File: config.mk
export PLATFORM = sky130hd
export DESIGN_NAME = state_reg_ctrl
export DESIGN_NICKNAME = d
export VERILOG_FILES = /design/src/rtl/cpu_state_pkg.sv /design/src/rtl/state_hist_buf.sv /design/src/rtl/state_reg_ctrl.sv
export SDC_FILE = /design/constraint.sdc
export NUM_CORES = 1
export LEC_CHECK = 0
export BUFFER_PORTS_ARGS = -buffer_cell sky130_fd_sc_hd__buf_2
export CAP_MARGIN = 30
export CORE_MARGIN = 1
export CORE_UTILIZATION = 31
export CTS_CLUSTER_SIZE = 20
export DETAILED_ROUTE_END_ITERATION = 8
export PLACE_DENSITY_LB_ADDON = 0.2
export SETUP_SLACK_MARGIN = 0.4
export SKIP_LAST_GASP = 1
export SLEW_MARGIN = 30
export SYNTH_ARGS = -nofsm -noshare
export SYNTH_HDL_FRONTEND = slang
export SYNTH_HIERARCHICAL = 1
export SYNTH_SLANG_ARGS = --single-unit
File: constraint.sdc
create_clock -name multi_clk -period 2.3 [get_ports multi_clk]
set_input_delay 0.115 -clock multi_clk [delete_from_list [all_inputs] [get_ports multi_clk]]
set_output_delay 0.115 -clock multi_clk [all_outputs]
set_load 0.02 [all_outputs]
File: src/rtl/cpu_state_pkg.sv
// rtl/cpu_state_pkg.sv - shared state encodings and defaults for the CPU controller state register
package cpu_state_pkg;

  localparam int CPU_STATE_W = 4;

  typedef enum logic [CPU_STATE_W-1:0] {
    S_FLUSH   = 4'h0,
    S_DECODE  = 4'h1,
    S_EXEC    = 4'h2,
    S_MEM_RD  = 4'h3,
    S_MEM_WR  = 4'h4,
    S_WB      = 4'h5,
    S_BRANCH  = 4'h6,
    S_HALT    = 4'h7,
    S_FETCH   = 4'hF
  } cpu_state_e;

  localparam logic [CPU_STATE_W-1:0] DEF_RESET_STATE = S_FETCH;
  localparam logic [CPU_STATE_W-1:0] DEF_FLUSH_STATE = S_FLUSH;

endpackage

File: src/rtl/state_hist_buf.sv
// rtl/state_hist_buf.sv - ring of recently left states with newest-first indexed read
module state_hist_buf
  import cpu_state_pkg::*;
#(
  parameter int                  STATE_W   = CPU_STATE_W,
  parameter int                  DEPTH     = 4,
  parameter logic [STATE_W-1:0]  EMPTY_VAL = STATE_W'(DEF_RESET_STATE)
) (
  input  logic                       clk,
  input  logic                       rst,
  input  logic                       wr_en,
  input  logic [STATE_W-1:0]         wr_data,
  input  logic [$clog2(DEPTH)-1:0]   rd_idx,
  output logic [STATE_W-1:0]         rd_data,
  output logic [$clog2(DEPTH):0]     count
);

  localparam int              IDX_W = $clog2(DEPTH);
  localparam logic [IDX_W:0]  FULL  = (IDX_W+1)'(DEPTH);

  logic [STATE_W-1:0] ring_q [DEPTH];
  logic [STATE_W-1:0] ring_d [DEPTH];
  logic [IDX_W-1:0]   wr_ptr_q, wr_ptr_d, rd_ptr;
  logic [IDX_W:0]     count_q, count_d;

  always_comb begin
    ring_d   = ring_q;
    wr_ptr_d = wr_ptr_q;
    count_d  = count_q;
    if (wr_en) begin
      ring_d[wr_ptr_q] = wr_data;
      wr_ptr_d         = wr_ptr_q + IDX_W'(1);
      if (count_q != FULL) count_d = count_q + (IDX_W+1)'(1);
    end
  end

  always_ff @(posedge clk or posedge rst) begin
    if (rst) begin
      for (int i = 0; i < DEPTH; i++) ring_q[i] <= '0;
      wr_ptr_q <= '0;
      count_q  <= '0;
    end else begin
      ring_q   <= ring_d;
      wr_ptr_q <= wr_ptr_d;
      count_q  <= count_d;
    end
  end

  // DEPTH is a power of two, so the pointer arithmetic wraps for free
  always_comb begin
    rd_ptr  = wr_ptr_q - IDX_W'(1) - rd_idx;
    rd_data = ({1'b0, rd_idx} < count_q) ? ring_q[rd_ptr] : EMPTY_VAL;
  end

  assign count = count_q;

endmodule

File: src/rtl/state_reg_ctrl.sv
// rtl/state_reg_ctrl.sv - current-state register with pause, single-step, flush, dwell count and history
module state_reg_ctrl
  import cpu_state_pkg::*;
#(
  parameter int                  STATE_W     = CPU_STATE_W,
  parameter logic [STATE_W-1:0]  RESET_STATE = STATE_W'(DEF_RESET_STATE),
  parameter logic [STATE_W-1:0]  FLUSH_STATE = STATE_W'(DEF_FLUSH_STATE),
  parameter int                  HIST_DEPTH  = 4,
  parameter int                  CNT_W       = 8
) (
  input  logic                            multi_clk,
  input  logic                            rst,
  input  logic                            pause,
  input  logic                            step_en,
  input  logic                            step_req,
  input  logic                            flush,
  input  logic [STATE_W-1:0]              next_state,
  input  logic [$clog2(HIST_DEPTH)-1:0]   hist_rd_idx,
  output logic [STATE_W-1:0]              current_state,
  output logic [STATE_W-1:0]              prev_state,
  output logic                            state_changed,
  output logic [CNT_W-1:0]                dwell_cnt,
  output logic [$clog2(HIST_DEPTH):0]     hist_count,
  output logic [STATE_W-1:0]              hist_rd_state
);

  logic [STATE_W-1:0] cur_q, cur_d, prev_q, prev_d, load_val;
  logic               changed_q, changed_d, step_req_q;
  logic               step_pulse, adv, load, change;
  logic [CNT_W-1:0]   dwell_q, dwell_d;

  always_comb begin
    step_pulse = step_req & ~step_req_q;
    adv        = ~pause & (~step_en | step_pulse);
    load       = flush | adv;
    load_val   = flush ? FLUSH_STATE : next_state;
    // a load that targets the current state is a self-loop and counts as a hold
    change     = load && (load_val != cur_q);

    cur_d     = cur_q;
    prev_d    = prev_q;
    changed_d = 1'b0;
    dwell_d   = (dwell_q == '1) ? dwell_q : dwell_q + CNT_W'(1);
    if (change) begin
      cur_d     = load_val;
      prev_d    = cur_q;
      changed_d = 1'b1;
      dwell_d   = '0;
    end
  end

  always_ff @(posedge multi_clk or posedge rst) begin
    if (rst) begin
      cur_q      <= RESET_STATE;
      prev_q     <= RESET_STATE;
      changed_q  <= 1'b0;
      dwell_q    <= '0;
      step_req_q <= 1'b0;
    end else begin
      cur_q      <= cur_d;
      prev_q     <= prev_d;
      changed_q  <= changed_d;
      dwell_q    <= dwell_d;
      step_req_q <= step_req;
    end
  end

  state_hist_buf #(
    .STATE_W   (STATE_W),
    .DEPTH     (HIST_DEPTH),
    .EMPTY_VAL (RESET_STATE)
  ) u_hist (
    .clk     (multi_clk),
    .rst     (rst),
    .wr_en   (change),
    .wr_data (cur_q),
    .rd_idx  (hist_rd_idx),
    .rd_data (hist_rd_state),
    .count   (hist_count)
  );

  assign current_state = cur_q;
  assign prev_state    = prev_q;
  assign state_changed = changed_q;
  assign dwell_cnt     = dwell_q;

endmodule

==> flow_summary.json, run 1 <==
{
  "crit_type": "register to register",
  "wl_microns": 4390,
  "p_per_area_nw_per_um2": 1280,
  "diodes": 0,
  "clk_latency_ns": 0.29,
  "cts_root_buf": "clkbuf_8",
  "grt_pass1_wl_microns": 6690,
  "hp-start": "next_state[2]",
  "setup_viol": 0,
  "vias_per_cell": 4.78,
  "track_usage": 0.137,
  "overflow": 0,
  "holdPathStages": 3,
  "critPathCaptureType": "register",
  "ir_worst_vdd_mv": 1.00,
  "fp.dieW_microns": 82.4,
  "mappedNetlistArea_sq_um": 2010,
  "synth_seq_cells": 39,
  "grt_max_degree": 22,
  "worstReg2RegStart": "current_state[1]",
  "synthSimpleGateAreaFrac": 0.125,
  "synth_compound_area_frac": 0.0468,
  "min_to": "current_state[2]",
  "clock_path_buffers": 2,
  "final_antenna_net_count": 0,
  "crit_fanout": 7,
  "synth_top_family_by_area": "multiplexers",
  "cp.required_ns": 2.48,
  "cp-start-kind": "register",
  "synth_xor_area_frac": 0.0468,
  "portBuffers": 35,
  "grt_antenna_before_repair": 0,
  "clock-sinks": 39,
  "slew_headroom": 0.464,
  "h-tree-depth": 2,
  "max_cap_violations": 0,
  "wl_per_cell_microns": 14.8,
  "synth_cell_types": 36,
  "finalMaxSlewViolations": 0,
  "cts_tree": "built",
  "start_util": 0.329,
  "dieArea_sq_um": 6800,
  "hold_viol": 0,
  "rows": 28,
  "yosysWarnings": 6,
  "drtIter0Drc": 34,
  "cts_made_buffers": 5,
  "vias": 1421,
  "die-height_microns": 82.4,
  "synth.area.mux_share": 0.206,
  "syn_area_per_cell_sq_um": 12.0,
  "r2r_slack_ns": 0.41,
  "drive_above_1_share": 0.505,
  "io_pins": 36,
  "finalSetupTns_ns": 0,
  "syn-num-nets": 188,
  "rsz0062_at_grt": "true",
  "first_pass_iters": 4,
  "synthAdderAreaFrac": 0.0561,
  "worst_pin_slew_ns": 0.802,
  "grt_pass1_vias": 1344,
  "min_path_type": "primary input to register",
  "fmax_mhz": 530,
  "reg2reg_depth": 7,
  "coreArea_sq_um": 6100,
  "status": "complete, no violations",
  "place_hpwl_microns": 2860,
  "fin_skew_ns": 0.00772,
  "path_clk_slew_ns": 0.09,
  "syn_to_final_growth_pct": 37.4,
  "drc": 0,
  "p_leak_nw": 1.40,
  "dp_cells": 277,
  "crit_arrival_ns": 2.07,
  "layout.nets": 242,
  "final_cells": 297,
  "yosysSeqAreaShare": 0.492,
  "period_share": 0.820,
  "syn_inst": 167,
  "fillers": 594,
  "post-route-min-period_ns": 1.89,
  "rr_endpoint": "u_hist/ring_q[1]",
  "gp_congestion": 0.755
}
## routing by layer
metal / GRT usage / up-vias / wire [microns]
met2: 0.193 / 31 / 1920
met4: 0.0421 / 0 / 23
met1: 0.202 / 697 / 2330
met5: 0 / - / 0
li1: - / 691 / -
met3: 0.0363 / 2 / 128
## critical path: stages, from the launching register on
cell      delay (ns)
dfstp_2         0.60
nor2_2          0.04
and3_4          0.18
a31oi_4         0.14
a32oi_2         0.13
bufinv_8        0.30
nand2_8         0.09
mux2_4          0.30
## logic make-up after synthesis
family          after synthesis
buf+inv                      12
xor+xnor                      9
simple gates                 48
compound gates               13
fa+ha+maj                     9
flops                        39
mux                          37
## report_power, final
part	internal (W)	leakage (nW)	switching, W	total [W]
registers	0.000923	0.480	0.000175	0.00110
clock network	0.000433	0.0644	0.000251	0.000684
logic	0.000945	0.854	0.000801	0.00175
## worst max-delay path by stage
stage / from / endpoint / slack [ns] / cells past startpoint
after CTS: current_state[1] / u_hist/ring_q[14] / 0.39 / 7
final: current_state[1] / u_hist/ring_q[1] / 0.41 / 7
after detailed placement: current_state[3] / u_hist/ring_q[13] / 0.19 / 6
after global placement: current_state[3] / u_hist/ring_q[1] / 0.21 / 6
after global routing: current_state[1] / u_hist/ring_q[1] / 0.36 / 7
after floorplan: current_state[3] / u_hist/ring_q[0] / 0.23 / 8
## Yosys cell counts
cell type  count  area, sq um
ha_1           9          113
a31oi_1        4         25.0
inv_1          8         30.0
a311o_1        1         10.0
nand4_1        2         12.5
nand2_1       12         45.0
nand3_1        2         10.0
mux2_4         2         30.0
mux2i_1        9         90.1
and2b_2        2         17.5
o211a_1        1         10.0
and2_4         1         8.76
or3_4          1         11.3
dfrtp_1       31          776
buf_6          1         11.3
a21boi_0       1         7.51
nor3b_1        1         7.51
and3b_1        1         8.76
o21ai_0        4         20.0
inv_2          1         3.75
mux2_1         4         45.0
nor2b_1        3         18.8
a32oi_2        1         16.3
xor2_1         4         35.0
buf_2          1         5.00
nor4bb_1       1         10.0
a21oi_1        1         5.00
xnor2_1        4         35.0
and3_2         1         7.51
nor3_1         2         10.0
clkbuf_2       1         5.00
xnor3_2        1         23.8
and3_1         5         31.3
mux2_2        22          248
nor2_1        14         52.6
dfstp_2        8          210
## cell usage in the layout (no fill, tap or decap), drive strengths merged, types with 5 or more instances in the layout
cell,count
ha,9
nand2,12
dfrtp,31
clkbuf,5
mux2i,9
buf,47
inv,8
dfstp,8
mux2,28
and3,6
nor2,14
## final cells by class
| class | instances | area [sq um] | share of cell area |
|---|---|---|---|
| tap | 75 | 93.8 | 0.0340 |
| clock buffer | 5 | 68.8 | 0.0250 |
| sequential | 39 | 987 | 0.358 |
| inverter | 9 | 47.5 | 0.0172 |
| timing repair inverter | 1 | 5.00 | 0.00182 |
| clock inverter | 3 | 67.6 | 0.0245 |
| multi-input combinational | 116 | 1180 | 0.427 |
| timing repair buffer | 49 | 310 | 0.113 |
## state kept, by name, summed over array words and instances, names as in the netlist
register         count
current_state        4
prev_state           4
u_hist/ring_q       16
state_changed        1
step_req_q           1
u_hist/wr_ptr_q      2
dwell_cnt            8
u_hist/count         3
## stage by stage
step	power, W	setup WS [ns]	util	instance area (sq um)	hold WS [ns]
6_report	0.00353	0.413	0.452	2760	0.284
5_1_grt	0.00376	0.364	0.452	2760	0.286
4_1_cts	0.00314	0.393	0.412	2510	0.238
3_5_place_dp	0.00238	0.195	0.379	2310	0.239
3_3_place_gp	0.00237	0.214	0.379	2310	0.234
2_1_floorplan	0.00205	0.226	-	2050	0.0477
## what timing repair did
item / CTS / global route
endpoints found under the hold margin: 11 / 0
setup buffers: 4 / 5
hold buffers: 2 / 0
pin swaps: 2 / 5
setup endpoints to repair: 36 / 36
gates cloned: 0 / 1
gates resized for setup: 4 / 43
(Power assumes the default switching activity.)
==> run 2, diff against run 1 <==
--- a/config.mk
+++ b/config.mk
@@ -5,6 +5,7 @@
 export SDC_FILE = /design/constraint.sdc
 export NUM_CORES = 1
 export LEC_CHECK = 0
+export ABC_AREA = 1
 export BUFFER_PORTS_ARGS = -buffer_cell sky130_fd_sc_hd__buf_2
 export CAP_MARGIN = 30
 export CORE_MARGIN = 1
==> constraint.sdc (replaced) <==
create_clock -name multi_clk -period 1.7 [get_ports multi_clk]
set_input_delay 0.085 -clock multi_clk [delete_from_list [all_inputs] [get_ports multi_clk]]
set_output_delay 0.085 -clock multi_clk [all_outputs]
set_load 0.02 [all_outputs]
==> flow_summary.json, run 2 <==
{
  "wl_met2_microns": 2330,
  "vias": 1850,
  "final_cells": 399,
  "drt-met1-wl_microns": 2270,
  "power_frac_clock": 0.158,
  "yosysTopAreaCell": "dfrtp_1",
  "syn_inst": 260,
  "synth-edff-count": 0,
  "cp-startpoint": "u_hist/wr_ptr_q[0]",
  "drive_above_1_share": 0.537,
  "worst_pin_slew_ns": 0.707,
  "layout.nets": 342,
  "place_ws_ns": 0.0995,
  "crit_type": "register to output port",
  "grt_pass1_wl_microns": 8560,
  "r2r_slack_ns": 0.15,
  "yosysSeqAreaShare": 0.466,
  "start_util": 0.327,
  "route.met3.wl_microns": 180,
  "clk_latency_ns": 0.29,
  "cp-start-kind": "register",
  "path_cells": "ha_4 > buf_12 > nand2_1 > o21ai_2 > nand3_1 > nand3_2 > buf_6",
  "hold_viol": 0,
  "largest_register_ffs": 16,
  "post-route-min-period_ns": 1.64,
  "yosysMostFrequentCell": "nand2_1",
  "fin_skew_ns": 0.00948,
  "dieArea_sq_um": 7160,
  "layout_common_cells": "nand2_2 (36), nand2_1 (34), buf_2 (32), inv_1 (30), dfrtp_1 (27)",
  "clock-sinks": 39,
  "fp.dieW_microns": 84.6,
  "regMostFlops": "u_hist/ring_q",
  "setup_viol": 0,
  "switchingPower_w": 0.00209,
  "grt_antenna_before_repair": 0,
  "hp-start": "next_state[3]",
  "dp_cells": 374,
  "critPathTopFamily": "flip-flops",
  "die-height_microns": 84.6,
  "path_depth": 7,
  "coreArea_sq_um": 6460,
  "multi_input_comb_area_sq_um": 1390,
  "synth_seq_cells": 39,
  "cp.required_ns": 1.62,
  "cts_made_buffers": 5,
  "clock_path_buffers": 2,
  "synth_area_leaders": "dfrtp_1 (37%), nand2_1 (14%), dfstp_2 (9.9%)",
  "pwr-share-seq": 0.307,
  "crit_arrival_ns": 1.55,
  "h-tree-depth": 2,
  "crit_fanout": 8,
  "cts_root_buf": "clkbuf_8",
  "wl_microns": 4840,
  "rows": 29,
  "finalMaxSlewViolations": 0,
  "grt_max_degree": 22,
  "path_buf_inv": 2,
  "maxUsedRoutingLayer": "met4",
  "io_pins": 36,
  "synth_cell_types": 25,
  "worstReg2RegStart": "current_state[0]",
  "ir_worst_vdd_mv": 0.594,
  "final_antenna_net_count": 0,
  "mostFrequentLayoutCell": "nand2_2",
  "drc": 0,
  "syn_area_per_cell_sq_um": 8.13,
  "syn_to_final_growth_pct": 50.9,
  "critPathCapture": "hist_rd_state[3]",
  "p_per_area_nw_per_um2": 1570,
  "yosysTopAreaCellShare": 0.367,
  "yosysWarnings": 6,
  "power_frac_comb": 0.535,
  "rsz0062_at_grt": "true",
  "whs_ns": 0.0485,
  "syn-num-nets": 281,
  "yosys_most_used_dff": "dfrtp_1",
  "place_hpwl_microns": 3180,
  "portBuffers": 35,
  "sw_frac_of_total": 0.416,
  "max_cap_violations": 0,
  "overflow": 0,
  "path_clk_slew_ns": 0.08,
  "fmax_mhz": 611,
  "diodes": 0,
  "p_leak_nw": 1.58,
  "reg2reg_depth": 9,
  "fin_ws_ns": 0.0641,
  "final_util": 0.494,
  "critPathSlowestCell": "dfrtp_2",
  "status": "complete, no violations",
  "grt_pass1_vias": 1847,
  "wl_per_cell_microns": 12.1,
  "cts_tree": "built",
  "min_path_type": "primary input to register",
  "track_usage": 0.150,
  "rr_endpoint": "dwell_cnt[1]",
  "slew_headroom": 0.528,
  "post_dp_cell_area_sq_um": 2470,
  "vias_per_cell": 4.64,
  "ys_async_sr_fraction": 1.00,
  "gp_congestion": 0.739,
  "seq_area_sq_um": 991,
  "drtIter0Drc": 47,
  "fillers": 615,
  "synthTopCellsByCount": "nand2_1 (78), inv_1 (35), dfrtp_1 (31)",
  "intPower_w": 0.00293,
  "mappedNetlistArea_sq_um": 2110,
  "cpPeakStageDelay_ns": 0.43,
  "design_area_sq_um": 3190,
  "period_share": 0.962,
  "critPathCaptureType": "output port",
  "first_pass_iters": 6
}
[run 2: changes by cell type after synthesis, sizes merged, moves of 3 or more]
cell / before / now
mux2: 28 / 0
nand3: 2 / 26
inv: 9 / 36
xnor2: 4 / 1
a31oi: 4 / 1
mux2i: 9 / 0
and3: 6 / 0
nor2b: 3 / 0
o21ai: 4 / 28
nand3b: 0 / 5
nand2: 12 / 90
[run 2: final cells by class]
cell class,instances,area share
repair buffers,56,0.136
clock buffers,6,0.0259
multi-input cells,182,0.435
inverters,36,0.0482
well taps,77,0.0302
flip-flops and latches,39,0.310
repair inverters,1,0.00353
clock inverters,2,0.0110
[run 2: how the worst min path moves through the flow]
stage / to / slack [ns] / cells past startpoint
6_report: current_state[3] / 0.05 / 3
5_1_grt: current_state[3] / 0.06 / 3
4_1_cts: current_state[3] / 0.06 / 3
3_5_place_dp: u_hist/wr_ptr_q[1] / 0.15 / 3
3_3_place_gp: u_hist/count[1] / 0.14 / 3
2_1_floorplan: dwell_cnt[2] / 0.02 / 1
[run 2: worst register-to-register path, cell delays in order (launching register included)]
cell and delay [ns]:
dfstp_2 0.59, nand3b_1 0.14, nand2_2 0.07, nor2_4 0.13, nand2_4 0.08, nand2_8 0.12, buf_12 0.12, inv_8 0.04
buf_6 0.11, nor2_4 0.08
[run 2: cells by family (layout without fill, tap and decap cells)]
| family | count (synthesis) | after routing | synth area share |
|---|---|---|---|
| simple gates | 135 | 135 | 0.292 |
| flops | 39 | 39 | 0.466 |
| buf+inv | 39 | 101 | 0.0823 |
| compound gates | 31 | 31 | 0.0769 |
| fa+ha+maj | 9 | 9 | 0.0533 |
| xor+xnor | 7 | 7 | 0.0290 |
[run 2: power by group through the flow]
stage	combinational (W)	sequential, W	clock, W
2_1_floorplan	0.00119	0.00156	0
3_3_place_gp	0.00166	0.00149	0
3_5_place_dp	0.00169	0.00150	0
4_1_cts	0.00235	0.00149	0.000833
5_1_grt	0.00296	0.00158	0.000871
6_report	0.00268	0.00154	0.000794
[run 2: layer usage]
layer / up-vias / track usage
met3: 7 / 0.0383
met2: 33 / 0.239
li1: 944 / -
met4: 0 / 0.0416
met5: - / 0
met1: 866 / 0.201
[run 2: what timing repair did]
action                                  4_1_cts  5_1_grt
pin swaps                                    15       10
cloned                                        1        1
buffers inserted                             11        2
resized for setup                            75       70
hold buffers                                  2        0
endpoints found under the setup margin       41       42
endpoints found under the hold margin        32        0
[run 2: through the flow]
step,TNS [ns],total power [W]
detailed placement,0,0.00318
global placement,0,0.00316
CTS,0,0.00467
finish,0,0.00502
global route,-0.0422,0.00541
floorplan,0,0.00275
